===== config.mk =====
export PLATFORM = sky130hd
export DESIGN_NAME = issue_queue
export DESIGN_NICKNAME = d
export VERILOG_FILES = /design/src/rtl/issue_queue.sv
export SDC_FILE = /design/constraint.sdc
export NUM_CORES = 1
export LEC_CHECK = 0
export CORE_AREA = 10 10 143 145
export CTS_CLUSTER_DIAMETER = 150
export DETAILED_ROUTE_END_ITERATION = 12
export DIE_AREA = 0 0 153 155
export PLACE_DENSITY = 0.72
export RECOVER_POWER = 50
export SYNTH_ARGS = -nofsm -noshare
export SYNTH_HDL_FRONTEND = slang
export SYNTH_SLANG_ARGS = --single-unit
export TNS_END_PERCENT = 20

===== constraint.sdc =====
create_clock -name clk -period 3.63 [get_ports clk]
set_clock_uncertainty 0.05 [all_clocks]
set_input_delay 0.363 -clock clk [delete_from_list [all_inputs] [get_ports clk]]
set_output_delay 0.363 -clock clk [all_outputs]
set_load 0.02 [all_outputs]

===== src/rtl/issue_queue.sv =====
// Dual-issue instruction buffer between fetch and decode.
// Fetch pairs are absorbed into a circular queue; up to two entries are
// presented to decode each cycle. The pair is split to single issue when
// the younger instruction reads a register the older one writes, or when
// the older one is a control-flow instruction.
module issue_queue #(
    parameter int DATA_WIDTH = 32,
    parameter int DEPTH      = 4
) (
    input  logic                    clk,
    input  logic                    rst,
    input  logic                    flush,
    input  logic                    in_valid,
    input  logic [DATA_WIDTH-1:0]   InstrA,
    input  logic [DATA_WIDTH-1:0]   InstrB,
    output logic                    in_ready,
    output logic [DATA_WIDTH-1:0]   out_instrA,
    output logic [DATA_WIDTH-1:0]   out_instrB,
    output logic                    out_validA,
    output logic                    out_validB,
    input  logic                    out_ready,
    output logic [$clog2(DEPTH):0]  count
);

    localparam int PW = $clog2(DEPTH);
    localparam int CW = PW + 1;
    localparam logic [DATA_WIDTH-1:0] NOP       = DATA_WIDTH'(32'h0000_0013);
    localparam logic [CW-1:0]         FREE2_MAX = CW'(DEPTH - 2);

    logic [DATA_WIDTH-1:0] r_mem [DEPTH];
    logic [PW-1:0]         r_head;
    logic [PW-1:0]         r_tail;
    logic [CW-1:0]         r_count;

    logic [PW-1:0]         w_head1;
    logic [PW-1:0]         w_tail1;
    logic [DATA_WIDTH-1:0] w_entA;
    logic [DATA_WIDTH-1:0] w_entB;
    logic                  w_ctrlA;
    logic                  w_wrA;
    logic                  w_raw;
    logic                  w_pair_ok;
    logic                  w_push;
    logic [1:0]            w_pop;
    logic [CW-1:0]         w_count_next;

    // Older instruction redirects the PC (branch, jal, jalr).
    function automatic logic is_ctrl(input logic [6:0] op);
        return (op == 7'b1100011) || (op == 7'b1101111) || (op == 7'b1100111);
    endfunction

    // Opcode produces a register result.
    function automatic logic writes_rd(input logic [6:0] op);
        return (op == 7'b0110011) || (op == 7'b0010011) || (op == 7'b0000011) ||
               (op == 7'b0110111) || (op == 7'b0010111) || (op == 7'b1101111) ||
               (op == 7'b1100111);
    endfunction

    // lui, auipc and jal have no rs1 field.
    function automatic logic uses_rs1(input logic [6:0] op);
        return !((op == 7'b0110111) || (op == 7'b0010111) || (op == 7'b1101111));
    endfunction

    // R-type, stores and branches read rs2.
    function automatic logic uses_rs2(input logic [6:0] op);
        return (op == 7'b0110011) || (op == 7'b0100011) || (op == 7'b1100011);
    endfunction

    assign w_head1 = r_head + PW'(1);
    assign w_tail1 = r_tail + PW'(1);
    assign w_entA  = r_mem[r_head];
    assign w_entB  = r_mem[w_head1];

    // Pairing hazard check between head and head+1.
    always_comb begin
        w_ctrlA   = is_ctrl(w_entA[6:0]);
        w_wrA     = writes_rd(w_entA[6:0]) && (w_entA[11:7] != 5'd0);
        w_raw     = w_wrA &&
                    ((uses_rs1(w_entB[6:0]) && (w_entB[19:15] == w_entA[11:7])) ||
                     (uses_rs2(w_entB[6:0]) && (w_entB[24:20] == w_entA[11:7])));
        w_pair_ok = !w_ctrlA && !w_raw;
    end

    // Lane presentation and flow control, all from registered state.
    always_comb begin
        in_ready     = (r_count <= FREE2_MAX);
        out_validA   = (r_count != '0);
        out_validB   = (r_count >= CW'(2)) && w_pair_ok;
        out_instrA   = out_validA ? w_entA : NOP;
        out_instrB   = out_validB ? w_entB : NOP;
        count        = r_count;
        w_push       = in_valid && in_ready && !flush;
        w_pop        = out_ready ? ({1'b0, out_validA} + {1'b0, out_validB}) : 2'd0;
        w_count_next = r_count + (w_push ? CW'(2) : CW'(0)) - CW'(w_pop);
    end

    // Entry storage: write the fetch pair at tail and tail+1.
    always_ff @(posedge clk or posedge rst) begin
        if (rst) begin
            for (int i = 0; i < DEPTH; i++) begin
                r_mem[i] <= NOP;
            end
        end else if (w_push) begin
            r_mem[r_tail]  <= InstrA;
            r_mem[w_tail1] <= InstrB;
        end
    end

    // Pointer and occupancy update; flush discards everything, including this cycle's pair.
    always_ff @(posedge clk or posedge rst) begin
        if (rst) begin
            r_head  <= '0;
            r_tail  <= '0;
            r_count <= '0;
        end else if (flush) begin
            r_head  <= '0;
            r_tail  <= '0;
            r_count <= '0;
        end else begin
            if (w_push) begin
                r_tail <= r_tail + PW'(2);
            end
            r_head  <= r_head + PW'(w_pop);
            r_count <= w_count_next;
        end
    end

endmodule


==> results of run 1 <==
[per-layer routing]
metal | track usage, % | vias to the layer above
li1 | - | 2481
met1 | 22.4 | 3067
met2 | 32.4 | 193
met3 | 3.92 | 37
met4 | 6.90 | 0
met5 | 0 | -
[per-stage QoR]
stage | TNS (ps) | cell area (sq um) | hold WS [ps] | std cells | total power [W]
6_report | 0 | 10400 | 476 | 969 | 0.0114
3_5_place_dp | -30.2 | 9620 | 466 | 919 | 0.00956
3_3_place_gp | 0 | 9620 | 452 | 919 | 0.00936
5_1_grt | -214 | 10400 | 488 | 969 | 0.0121
2_1_floorplan | -231 | 7780 | 441 | 559 | 0.00683
4_1_cts | -26.9 | 10300 | 416 | 951 | 0.0113
[critical path, stage by stage (launching register included)]
cell	delay (ps)
sky130_fd_sc_hd__dfrtp_4	510
sky130_fd_sc_hd__buf_12	160
sky130_fd_sc_hd__mux4_2	580
sky130_fd_sc_hd__xnor2_2	210
sky130_fd_sc_hd__nand3_2	110
sky130_fd_sc_hd__nor4_4	430
sky130_fd_sc_hd__buf_6	240
sky130_fd_sc_hd__o31ai_1	100
sky130_fd_sc_hd__buf_4	130
sky130_fd_sc_hd__dlygate4sd2_1	310
[power by group]
| group | switching (W) | internal [W] |
|---|---|---|
| clock | 0.000630 | 0.00121 |
| sequential | 0.000610 | 0.00229 |
| combinational | 0.00331 | 0.00338 |
| total | 0.00455 | 0.00689 |
[synth_stat cells (2+ instances only)]
| library cell | n |
|---|---|
| sky130_fd_sc_hd__o31ai_1 | 29 |
| sky130_fd_sc_hd__a211o_1 | 2 |
| sky130_fd_sc_hd__inv_1 | 3 |
| sky130_fd_sc_hd__buf_4 | 6 |
| sky130_fd_sc_hd__mux2_2 | 128 |
| sky130_fd_sc_hd__nor2b_1 | 2 |
| sky130_fd_sc_hd__dfrtp_1 | 122 |
| sky130_fd_sc_hd__o211ai_1 | 27 |
| sky130_fd_sc_hd__ha_1 | 4 |
| sky130_fd_sc_hd__xnor2_1 | 12 |
| sky130_fd_sc_hd__nand3_1 | 3 |
| sky130_fd_sc_hd__xor2_1 | 3 |
| sky130_fd_sc_hd__mux4_2 | 64 |
| sky130_fd_sc_hd__clkbuf_1 | 15 |
| sky130_fd_sc_hd__a21oi_1 | 3 |
| sky130_fd_sc_hd__buf_6 | 4 |
| sky130_fd_sc_hd__nand2_1 | 35 |
| sky130_fd_sc_hd__and2_1 | 31 |
| sky130_fd_sc_hd__buf_2 | 20 |
| sky130_fd_sc_hd__nand2b_1 | 4 |
| sky130_fd_sc_hd__dfstp_2 | 12 |
| sky130_fd_sc_hd__nor2_1 | 6 |
| sky130_fd_sc_hd__buf_1 | 2 |
[area by class of cell]
class,instances,area share (%)
clock inverters,9,1.42
well taps,229,2.76
clock buffers,22,4.66
multi-input cells,375,40.5
repair buffers,197,18.1
flip-flops and latches,134,32.5
inverters,3,0.120
[state kept, by name, indices dropped and copies added, names as in the netlist]
register / flops
r_head: 2
count: 3
r_tail: 1
r_mem: 128
[final timing paths]
path                       startpoint             end  slack, ps  depth (start not counted)
max in group asynchronous         rst       r_mem[84]       1210                          3
min reg2reg                 r_mem[28]       r_mem[28]        480                          1
max                         r_head[1]  out_instrB[28]         10                          9
min                         r_mem[28]       r_mem[28]        480                          1
min in group asynchronous         rst       r_mem[62]        750                          2
max reg2reg                 r_head[1]        count[2]         20                         13
[layout by cell type (no fill, tap or decap), types with 3 or more instances in the layout]
cell type	n
sky130_fd_sc_hd__clkdlybuf4s50_1	102
sky130_fd_sc_hd__buf_6	4
sky130_fd_sc_hd__nand2b_1	4
sky130_fd_sc_hd__xor2_1	3
sky130_fd_sc_hd__clkbuf_8	4
sky130_fd_sc_hd__ha_1	4
sky130_fd_sc_hd__o31ai_1	28
sky130_fd_sc_hd__dlygate4sd2_1	5
sky130_fd_sc_hd__nor2_1	6
sky130_fd_sc_hd__buf_4	49
sky130_fd_sc_hd__o211ai_1	27
sky130_fd_sc_hd__a21oi_1	3
sky130_fd_sc_hd__and2_1	31
sky130_fd_sc_hd__clkbuf_16	19
sky130_fd_sc_hd__bufinv_16	4
sky130_fd_sc_hd__dfrtp_1	120
sky130_fd_sc_hd__mux2_2	128
sky130_fd_sc_hd__nand2_1	33
sky130_fd_sc_hd__dfstp_2	12
sky130_fd_sc_hd__buf_12	8
sky130_fd_sc_hd__clkinv_2	4
sky130_fd_sc_hd__xnor2_1	10
sky130_fd_sc_hd__dlygate4sd3_1	3
sky130_fd_sc_hd__clkbuf_2	19
sky130_fd_sc_hd__mux4_2	64
[logic make-up (layout without fill, tap and decap cells)]
group	count (synthesis)	in the layout	synth area share (%)
mux	192	192	37.1
flops	134	134	43.4
buf+inv	50	231	3.41
xor+xnor	15	15	1.69
compound gates	69	69	6.72
simple gates	94	94	6.80
fa+ha+maj	5	5	0.902
[what timing repair did]
action	4_1_cts	5_1_grt
pin swaps	1	3
endpoints found under the setup margin	34	26
buffers inserted	1	16
cloned	0	2
gates resized for setup	52	58
==> impl_metrics.json, run 1 <==
{
  "fp-row-count": 49,
  "hold_buffers": 0,
  "area_taken_by_multi_input_logic_gates_sq_um": 4210,
  "grt_antenna_before_repair": 0,
  "post_route_cells_drive_above_1_share_pct": 46.2,
  "wl_um": 22800,
  "clock_insertion_delay_worst_skew_ps": 420,
  "finalSetupViolations": 0,
  "first_global_vias": 6344,
  "dp_hpwl_um": 15600,
  "layout.filler_cells": 1389,
  "portBuffers": 138,
  "syn-cell-area_sq_um": 7770,
  "cts_max_path_buffers": 2,
  "first_pass_grt_wire_length_um": 35400,
  "drt-wirelength-per-cell_um": 23.5,
  "proportion_of_synthesized_chip_area_in_sequential_cells_pct": 43.4,
  "pre_cts_ws_ps": -30.2,
  "track_usage_pct": 18.7,
  "cellLeakagePower_nw": 4.13,
  "dieArea_sq_um": 23700,
  "grt_start_max_net_pins": 65,
  "grt_overflow": 0,
  "period_share_pct": 99.6,
  "min_path_type": "flip-flop to flip-flop",
  "vdd_ir_max_v": 0.000550,
  "cts_inserted_buffers": 17,
  "area_delta_synth_final_pct": 33.9,
  "least_margin_pin_slew_ps": 1900,
  "post_layout_min_period_ps": 3620,
  "regArea_sq_um": 3380,
  "cts_tree": "built",
  "vias_post_dr": 5778,
  "dominantRegCellSynth": "sky130_fd_sc_hd__dfrtp_1",
  "netlist_top_cells_area": "sky130_fd_sc_hd__dfrtp_1, sky130_fd_sc_hd__mux2_2, sky130_fd_sc_hd__mux4_2",
  "die_y_um": 155,
  "setup.worst_path.end_class": "output port",
  "layout.nets": 802,
  "rsz0062_at_grt": "true",
  "max_cap_violations": 3,
  "ys_types": 45,
  "arrival_ps": 3200,
  "yosys_register_bits": 134,
  "drt-initial-drc-count": 367,
  "clk_pin_slew_ps": 60,
  "final_core_utilization_pct": 58.9,
  "synth-edff-count": 0,
  "ys_async_sr_fraction_pct": 100,
  "max_freq_ghz": 0.276,
  "final_critical_path_setup_slack_ps": 12.8,
  "routed_met2_length_um": 11900,
  "core_area_sq_um": 17700,
  "timing_hold_violations_final": 0,
  "drt-vias-per-instance": 5.96,
  "synthesis.area_per_instance_sq_um": 13.9,
  "status": "complete, but fails checks",
  "met3_wirelength_um": 1110,
  "drt_drc_violations_left": 0,
  "wl_met1_um": 9200,
  "req_time_crit_path_ps": 3220,
  "routed.top_layer": "met4",
  "synth-warning-count": 0,
  "cts.sinks": 134,
  "insertedDiodeCount": 0,
  "drt_pass1_iterations": 5,
  "ioPinCount": 139,
  "critPathMaxFanout": 15,
  "synth_top_area_share_pct": 39.3,
  "cp-start-kind": "flip-flop",
  "floorplan.initialDensity_pct": 44.0,
  "floorplan_die_width_um": 153,
  "timing.slew.headroom_pct": -26.7,
  "synth_top_area_cell": "sky130_fd_sc_hd__dfrtp_1",
  "violated_checks": "max-capacitance violations, max-slew violations",
  "synthesis.instances": 559,
  "crit_type": "flip-flop to output port",
  "syn_nets": 633,
  "gp_congestion": 0.822,
  "htree_num_levels": 4,
  "antenna_violating_nets_post_route": 0,
  "clock-root-buffer": "sky130_fd_sc_hd__clkbuf_16",
  "number_of_slew_limit_violations_in_the_final_report": 165,
  "pwr_density_cell_nw_per_um2": 1100
}
Note: power is estimated with default switching activity, not from simulation.
==> run 2, diff against run 1 <==
- CAP_MARGIN: default -> 20
==> results of run 2 <==
Same layout as run 1: the final DEF is identical, and so are final timing and power.
